===== src/rtl/alu_issue_decoder.sv =====
// alu_issue_decoder
//   Registered RV32I decode/issue stage. Turns an instruction word into the
//   ALU op code, operand selects, immediate and register indices, with
//   valid/ready handshakes on both sides and one cycle of latency.
//
//   Ports:
//     clk, rst                 clock (rising edge), synchronous active-high reset
//     in_valid/in_ready        upstream handshake
//     in_instr, in_pc          instruction word and its address
//     out_valid/out_ready      downstream handshake
//     out_alu_op               4-bit ALU operation code
//     out_a_sel                0 = rs1, 1 = pc
//     out_b_sel                0 = rs2, 1 = imm
//     out_imm                  decoded immediate
//     out_rs1/out_rs2/out_rd   register indices
//     out_reg_we               register write enable (never set for rd = x0)
//     out_illegal              unsupported or malformed instruction
//     out_pc                   in_pc passed through
//
//   Build option: define ALU_ISSUE_SKID_EN for a two-entry (output + skid)
//   buffer with a registered in_ready; otherwise a single output register
//   with in_ready = out_ready | !out_valid.

module alu_issue_decoder (
    input  logic        clk,
    input  logic        rst,
    input  logic        in_valid,
    output logic        in_ready,
    input  logic [31:0] in_instr,
    input  logic [31:0] in_pc,
    output logic        out_valid,
    input  logic        out_ready,
    output logic [3:0]  out_alu_op,
    output logic        out_a_sel,
    output logic        out_b_sel,
    output logic [31:0] out_imm,
    output logic [4:0]  out_rs1,
    output logic [4:0]  out_rs2,
    output logic [4:0]  out_rd,
    output logic        out_reg_we,
    output logic        out_illegal,
    output logic [31:0] out_pc
);

    typedef enum logic [6:0] {
        OPC_OP     = 7'b0110011,
        OPC_OP_IMM = 7'b0010011,
        OPC_LUI    = 7'b0110111,
        OPC_AUIPC  = 7'b0010111,
        OPC_LOAD   = 7'b0000011,
        OPC_STORE  = 7'b0100011
    } opcode_t;

    typedef struct packed {
        logic [3:0]  alu_op;
        logic        a_sel;
        logic        b_sel;
        logic [31:0] imm;
        logic [4:0]  rs1;
        logic [4:0]  rs2;
        logic [4:0]  rd;
        logic        reg_we;
        logic        illegal;
        logic [31:0] pc;
    } bundle_t;

    bundle_t     dec;
    bundle_t     out_q;

    logic [2:0]  funct3;
    logic [6:0]  funct7;
    logic [31:0] imm_i;
    logic [31:0] imm_s;
    logic [31:0] imm_u;
    logic        legal;
    logic        is_shift;

    assign funct3 = in_instr[14:12];
    assign funct7 = in_instr[31:25];
    assign imm_i  = {{20{in_instr[31]}}, in_instr[31:20]};
    assign imm_s  = {{20{in_instr[31]}}, in_instr[31:25], in_instr[11:7]};
    assign imm_u  = {in_instr[31:12], 12'b0};

    // ALU codes are {alt, funct3}: alt selects sub/sra over add/srl.
    always_comb begin
        dec         = '0;
        dec.rs1     = in_instr[19:15];
        dec.rs2     = in_instr[24:20];
        dec.rd      = in_instr[11:7];
        dec.pc      = in_pc;
        legal       = 1'b1;
        is_shift    = (funct3 == 3'b001) || (funct3 == 3'b101);

        case (opcode_t'(in_instr[6:0]))
            OPC_OP: begin
                dec.alu_op = {funct7[5], funct3};
                dec.reg_we = 1'b1;
                legal      = (funct7 == 7'b0000000) ||
                             ((funct7 == 7'b0100000) &&
                              ((funct3 == 3'b000) || (funct3 == 3'b101)));
            end
            OPC_OP_IMM: begin
                dec.b_sel  = 1'b1;
                dec.reg_we = 1'b1;
                if (is_shift) begin
                    dec.alu_op = {funct7[5] & (funct3 == 3'b101), funct3};
                    dec.imm    = {27'b0, in_instr[24:20]};
                    legal      = (funct7 == 7'b0000000) ||
                                 ((funct7 == 7'b0100000) && (funct3 == 3'b101));
                end else begin
                    dec.alu_op = {1'b0, funct3};
                    dec.imm    = imm_i;
                end
            end
            OPC_LUI: begin
                dec.alu_op = 4'b1001;
                dec.b_sel  = 1'b1;
                dec.imm    = imm_u;
                dec.reg_we = 1'b1;
            end
            OPC_AUIPC: begin
                dec.a_sel  = 1'b1;
                dec.b_sel  = 1'b1;
                dec.imm    = imm_u;
                dec.reg_we = 1'b1;
            end
            OPC_LOAD: begin
                dec.b_sel  = 1'b1;
                dec.imm    = imm_i;
                dec.reg_we = 1'b1;
            end
            OPC_STORE: begin
                dec.b_sel  = 1'b1;
                dec.imm    = imm_s;
            end
            default: legal = 1'b0;
        endcase

        if (in_instr[1:0] != 2'b11) begin
            legal = 1'b0;
        end

        // Illegal bundles still issue, but with a neutral datapath setup.
        if (!legal) begin
            dec.alu_op  = '0;
            dec.a_sel   = 1'b0;
            dec.b_sel   = 1'b0;
            dec.imm     = '0;
            dec.reg_we  = 1'b0;
            dec.illegal = 1'b1;
        end

        if (dec.rd == 5'd0) begin
            dec.reg_we = 1'b0;
        end
    end

`ifdef ALU_ISSUE_SKID_EN
    bundle_t skid_q;
    logic    skid_valid;
    logic    rdy_q;

    // rdy_q mirrors !skid_valid; rst gating keeps in_ready low while in reset.
    assign in_ready = rdy_q & ~rst;

    always_ff @(posedge clk) begin
        if (rst) begin
            out_q      <= '0;
            out_valid  <= 1'b0;
            skid_q     <= '0;
            skid_valid <= 1'b0;
            rdy_q      <= 1'b1;
        end else if (skid_valid) begin
            if (out_ready) begin
                out_q      <= skid_q;
                skid_valid <= 1'b0;
                rdy_q      <= 1'b1;
            end
        end else if (in_valid && in_ready) begin
            if (!out_valid || out_ready) begin
                out_q     <= dec;
                out_valid <= 1'b1;
            end else begin
                skid_q     <= dec;
                skid_valid <= 1'b1;
                rdy_q      <= 1'b0;
            end
        end else if (out_ready) begin
            out_valid <= 1'b0;
        end
    end
`else
    assign in_ready = ~rst & (out_ready | ~out_valid);

    always_ff @(posedge clk) begin
        if (rst) begin
            out_q     <= '0;
            out_valid <= 1'b0;
        end else if (in_valid && in_ready) begin
            out_q     <= dec;
            out_valid <= 1'b1;
        end else if (out_ready) begin
            out_valid <= 1'b0;
        end
    end
`endif

    assign out_alu_op  = out_q.alu_op;
    assign out_a_sel   = out_q.a_sel;
    assign out_b_sel   = out_q.b_sel;
    assign out_imm     = out_q.imm;
    assign out_rs1     = out_q.rs1;
    assign out_rs2     = out_q.rs2;
    assign out_rd      = out_q.rd;
    assign out_reg_we  = out_q.reg_we;
    assign out_illegal = out_q.illegal;
    assign out_pc      = out_q.pc;

endmodule

===== config.mk =====
export PLATFORM = sky130hd
export DESIGN_NAME = alu_issue_decoder
export DESIGN_NICKNAME = d
export VERILOG_FILES = /design/src/rtl/alu_issue_decoder.sv
export SDC_FILE = /design/constraint.sdc
export NUM_CORES = 1
export LEC_CHECK = 0
export ABC_AREA = 0
export ABC_CLOCK_PERIOD_IN_PS = 2000
export BUFFER_PORTS_ARGS = -buffer_cell sky130_fd_sc_hd__buf_2
export CAP_MARGIN = 20
export CORE_ASPECT_RATIO = 1.25
export CORE_MARGIN = 2
export CORE_UTILIZATION = 46
export DETAILED_ROUTE_END_ITERATION = 7
export PLACE_DENSITY = 0.84
export SLEW_MARGIN = 15
export SYNTH_ARGS = -nofsm -noshare
export SYNTH_HDL_FRONTEND = slang
export SYNTH_SLANG_ARGS = --single-unit

===== constraint.sdc =====
create_clock -name clk -period 2 [get_ports clk]
set_input_delay 0.2 -clock clk [delete_from_list [all_inputs] [get_ports clk]]
set_output_delay 0.2 -clock clk [all_outputs]
set_load 0.02 [all_outputs]

**After elaboration in Yosys (flattened, before gate mapping)**

Index checks and enable logic that the tools add are counted.

- Bits in read-only memories: 0
- Flip-flop bits (word level): 88
- Memory bits (writable): 0
- Bits of input ports: 68
- Word-level logic and storage cells: 54
- Memories kept: 0
- Output and inout port bits: 89
- Latch bits: 0

- Bitwise logic cells: 5
- Shift-type cells: 0
- Reduce and logical (&&, ||, !) cells: 14
- Add/subtract/negate cells: 0
- Mux-type cells: 14
- Equality and inequality tests: 10
- $lt $le $gt $ge: 0
- Multiply operators: 0
- Div/mod/pow operators: 0

Operators with widths:

| kind | number |
|---|---|
| $pmux W33 S4 | 1 |
| $mux W38 | 1 |
| $mux W32 | 1 |
| $eq A7 B6 Y1 const B | 4 |
| $eq A7 B5 Y1 const B | 2 |
| $pmux W4 S3 | 1 |
| $eq A7 B2 Y1 const B | 1 |
| $logic_not A7 Y1 | 1 |
| $mux W1 | 7 |
| $logic_not A5 Y1 | 1 |
| $reduce_or A5 Y1 | 1 |
| $logic_or A1 B1 Y1 | 4 |
| $mux W4 | 1 |
| $reduce_or A4 Y1 | 1 |
| $eq A3 B1 Y1 const B | 1 |
| $eq A3 B3 Y1 const B | 1 |
| $logic_and A1 B1 Y1 | 3 |
| $logic_not A3 Y1 | 1 |
| $pmux W1 S3 | 1 |
| $and A1 B1 Y1 | 2 |
| $mux W2 | 1 |
| $ne A2 B2 Y1 const B | 1 |
| $not A1 Y1 | 2 |
| $reduce_bool A2 Y1 | 1 |
| other kinds (2) | 2 |

**Logic depth before layout (Yosys ltp)**

- Word-level depth: 8
- Gate-level depth with buffers: 8
- Mapped depth without buffers: 5

**Worst setup path before layout**

No wires, ideal clock.

- Path kind: input-to-reg
- From: input port in_instr[27]
- To: register out_q (netlist bit out_alu_op[2])
- Slack: 0.399 ns
- Stages on the path: 5
- Setup time: 0.084 ns
- Required time: 1.916 ns
- Arrival time: 1.517 ns
- Buffers on the path: 1
- Path through: or4_4 o41ai_4 nand2_4 buf_6 o31ai_4

- Cells in the longest elaborated chain, start to end: 7
- Elaborated cells on any way between the ends: 10
- Classes of those cells: 1 x eq/ne; 4 x mux; 5 x reduce/logical

Ends and longest elaborated chain:

| element | RTL line | RTL |
|---|---|---|
| start, declared | 29 | `input logic [31:0] in_instr,` |
| $eq A7 B6 Y1 | 99, 109 |  |
| $logic_and A1 B1 Y1 | 109 | `((funct7 == 7'b0100000) && (funct3 == 3'b101));` |
| $logic_or A1 B1 Y1 | 108 | `legal = (funct7 == 7'b0000000) \|\|` |
| $mux W1 | 105 | `if (is_shift) begin` |
| $pmux W1 S3 (*) | 94 | `case (opcode_t'(in_instr[6:0]))` |
| $mux W1 (*) | 139 | `if (in_instr[1:0] != 2'b11) begin` |
| $mux W38 (*) | 144 | `if (!legal) begin` |
| end signal, assigned | 197 | `out_q <= '0;` |
| end signal, assigned | 200 | `out_q <= dec;` |
| end, declared | 68 | `bundle_t out_q;` |

Mark *: on every way between the ends. The rest lies on a longest branch, timed or not.
A chain may end at the register's enable or synchronous reset.

**Worst setup path in the final report**

- From: register out_valid
- To: register out_q (netlist bit out_imm[1])

- Cells in the longest elaborated chain, start to end: 4

Ends and longest elaborated chain:

| element | RTL line | RTL |
|---|---|---|
| start, declared | 31 | `output logic out_valid,` |
| start signal, assigned | 198 | `out_valid <= 1'b0;` |
| start signal, assigned | 201 | `out_valid <= 1'b1;` |
| start signal, assigned | 203 | `out_valid <= 1'b0;` |
| $not A1 Y1 | 193 | `assign in_ready = ~rst & (out_ready \| ~out_valid);` |
| $or A1 B1 Y1 | 193 |  |
| $and A1 B1 Y1 | 193 |  |
| $logic_and A1 B1 Y1 | 199 | `end else if (in_valid && in_ready) begin` |

Every way passes these cells.

==> flow_summary.json <==
{
  "seq_power_share_pct": 52.2,
  "mappedNetlistNets": 473,
  "clock_power_share_pct": 34.3,
  "start_kind": "flip-flop",
  "fmaxAchievable_ghz": 0.658,
  "post-place-ws_ns": 0.140,
  "dpl.hpwl_mm": 6.62,
  "placement_rows": 34,
  "most-common-layout-cells": "156 x buf_2, 131 x nand2_1, 88 x dfxtp_1",
  "min-delay-path-class": "in -> reg",
  "syn-mean-instance-area_um2": 8.26,
  "final_common_cell": "buf_2",
  "cell_with_the_largest_stage_delay_on_the_worst_path": "a2111oi_0",
  "htreeDepth": 3,
  "gate_count_after_technology_mapping": 405,
  "global_route.usage.met1_pct": 27.7,
  "total_length_of_routed_wires_mm": 9.11,
  "slew_viol_final": 0,
  "grt_pass1_vias": 3269,
  "end_kind": "flip-flop",
  "power-per-cell-area_nw_per_um2": 810,
  "edff_count_synth": 0,
  "detail_route.drc_violations": 0,
  "postLayoutSetupSlackWorst_ns": 0.481,
  "cts_buffer_depth": 2,
  "floorplan.core_area_um2": 7020,
  "final_hold_violation_count": 0,
  "crit_chain": "nand2b_1 > nand3_2 > a2111oi_0 > nand3_1 > o21ai_0",
  "inserted_clock_buffers": 9,
  "grt_overflow": 0,
  "wl_per_cell_um": 14.0,
  "clock_latency_ns": 0.35,
  "placement.io_buffers": 156,
  "path_class": "reg -> reg",
  "finalCritPeriodShare_pct": 76.0,
  "grt_util_all_layers_pct": 23.4,
  "comb_power_share_pct": 13.5,
  "crit_fanout": 5,
  "antenna_violating_nets_post_route": 0,
  "run_status": "finished, final reports clean",
  "dr.first_iter.drc_count": 191,
  "ys_seq_elements": 88,
  "grt_start_max_net_pins": 41,
  "post_cts.resized_instances": 0,
  "initial_utilization_pct": 47.6,
  "die_h_um": 99.3,
  "count_of_buffering_cells_on_the_critical_path_with_inverters_included": 0,
  "largest_stage_delay_on_the_critical_path_ns": 0.41,
  "die_area_um2": 7970,
  "clk_pin_slew_ns": 0.08,
  "cts_tree": "built",
  "power.switching_mw": 0.948,
  "p_leak_nw": 2.24,
  "grt-busiest-layer": "met2",
  "diodes": 0,
  "power.ir.vdd_worst_uv": 598,
  "met3_usage_pct": 7.35,
  "synthesis.yosys.warnings": 0,
  "dominant_register_cell_in_the_synthesized_netlist": "dfxtp_1",
  "antenna_found_initial": 0,
  "syn2layout_area_growth_pct": 32.0,
  "clkSinkCount": 88,
  "netlist_area_um2": 3340,
  "first_pass_grt_wire_length_mm": 14.8,
  "detail_route.first_pass.iterations": 4,
  "fin_crit_ns": 1.52,
  "postCtsSetupRepairBufs": 0,
  "intPower_mw": 2.63,
  "seq_area_frac_synth_pct": 52.7,
  "timing.max_cap.violations": 0,
  "grt_util_met2_pct": 39.6,
  "setup_total_negative_slack_ns": 0,
  "synth_async_sr_flop_share_pct": 0,
  "clock-skew-final_ns": 0.00712,
  "share_of_cells_above_drive_strength_1_pct": 35.3,
  "clock_tree.root_cell": "clkbuf_8",
  "unrepaired_setup_endpoints_after_global_routing": "false",
  "floorplan.die.width_um": 80.3,
  "layout.nets": 626,
  "tightest_slew_ns": 0.467,
  "number_of_setup_violations_in_the_final_report": 0,
  "pin_count": 157,
  "family_with_the_most_delay_on_the_worst_path": "compound AO/OA/AOI/OAI gates",
  "cp.required_ns": 2.28,
  "synth_cell_types": 38,
  "arrival_ns": 1.80,
  "routed_via_density": 5.20,
  "timing.max_slew.rel_slack_pct": 68.8,
  "cts.hold.buffers_added": 0,
  "via_count": 3387,
  "globalplace.congestion": 0.883,
  "switching_share_pct": 26.5
}
## layout make-up
type / count / area (um2)
timing repair buffer: 168 / 871
inverter: 7 / 26.3
clock buffer: 11 / 151
tap: 90 / 113
clock inverter: 3 / 42.5
fill: 636 / 2610
multi-input combinational: 284 / 1450
sequential: 88 / 1760
## sequential cells by signal, summed over array words and instances, names as in the netlist
name / cells
out_imm: 32
out_pc: 32
out_rd: 5
out_rs1: 5
out_rs2: 5
out_alu_op: 4
out_a_sel: 1
out_b_sel: 1
out_illegal: 1
out_reg_we: 1
out_valid: 1
## per-layer routing
| layer | share of wire [%] | up-vias |
|---|---|---|
| met5 | 0 | - |
| met4 | 1.9 | 0 |
| met3 | 8.0 | 19 |
| met2 | 49 | 133 |
| met1 | 41 | 1559 |
| li1 | - | 1676 |
## synthesized netlist by cell type (4+ instances only)
| cell type | number | area (um2) |
|---|---|---|
| dfxtp_1 | 88 | 1760 |
| nor2_1 | 8 | 30.0 |
| and3_1 | 6 | 37.5 |
| clkbuf_1 | 17 | 63.8 |
| o21ai_0 | 25 | 125 |
| nand2_1 | 131 | 492 |
| a21oi_1 | 27 | 135 |
| nand3_1 | 50 | 250 |
| o31ai_1 | 4 | 30.0 |
| a22o_1 | 6 | 52.6 |
| inv_1 | 7 | 26.3 |
| buf_2 | 4 | 20.0 |
## power by group through the flow
stage / combinational, mW / clock (mW) / sequential (mW)
floorplan: 0.180 / 0 / 2.00
global placement: 0.476 / 0 / 1.90
detailed placement: 0.485 / 0 / 1.90
CTS: 0.487 / 1.25 / 1.87
global route: 0.530 / 1.33 / 1.87
finish: 0.483 / 1.23 / 1.87
## kinds of logic (layout without fill, tap and decap cells)
group / count (synthesis) / count (layout) / share of synthesized area (%)
and+or+nand+nor: 208 / 208 / 28.1
AOI/OAI and AO/OA: 75 / 75 / 14.6
muxes: 1 / 1 / 0.337
buffers and inverters: 33 / 189 / 4.30
DFF: 88 / 88 / 52.7
## final timing paths
kind / start / end / slack (ns) / depth (start not counted)
hold / removal: in_pc[0] / out_pc[0] / 0.03 / 3
hold reg to reg: out_imm[25] / out_imm[25] / 0.45 / 2
setup reg to reg: out_valid / out_imm[1] / 0.48 / 5
setup / recovery: out_valid / out_imm[1] / 0.48 / 5
## worst reg2reg max path, stage by stage, from the launching register on
cell and delay (ns):
dfxtp_1 0.33, nand2b_1 0.15, nand3_2 0.11, a2111oi_0 0.41
nand3_1 0.23, o21ai_0 0.22
## metrics by stage
stage	total power, mW	std cells	instance area, um2	hold slack, ns	util [%]
2_1_floorplan	2.18	405	3340	0.299	-
3_3_place_gp	2.38	637	4220	0.381	60.1
3_5_place_dp	2.39	637	4220	0.386	60.1
4_1_cts	3.60	651	4410	0.0109	62.9
5_1_grt	3.73	651	4410	0.0122	62.9
6_report	3.57	651	4410	0.0265	62.9
(Power assumes the default switching activity.)
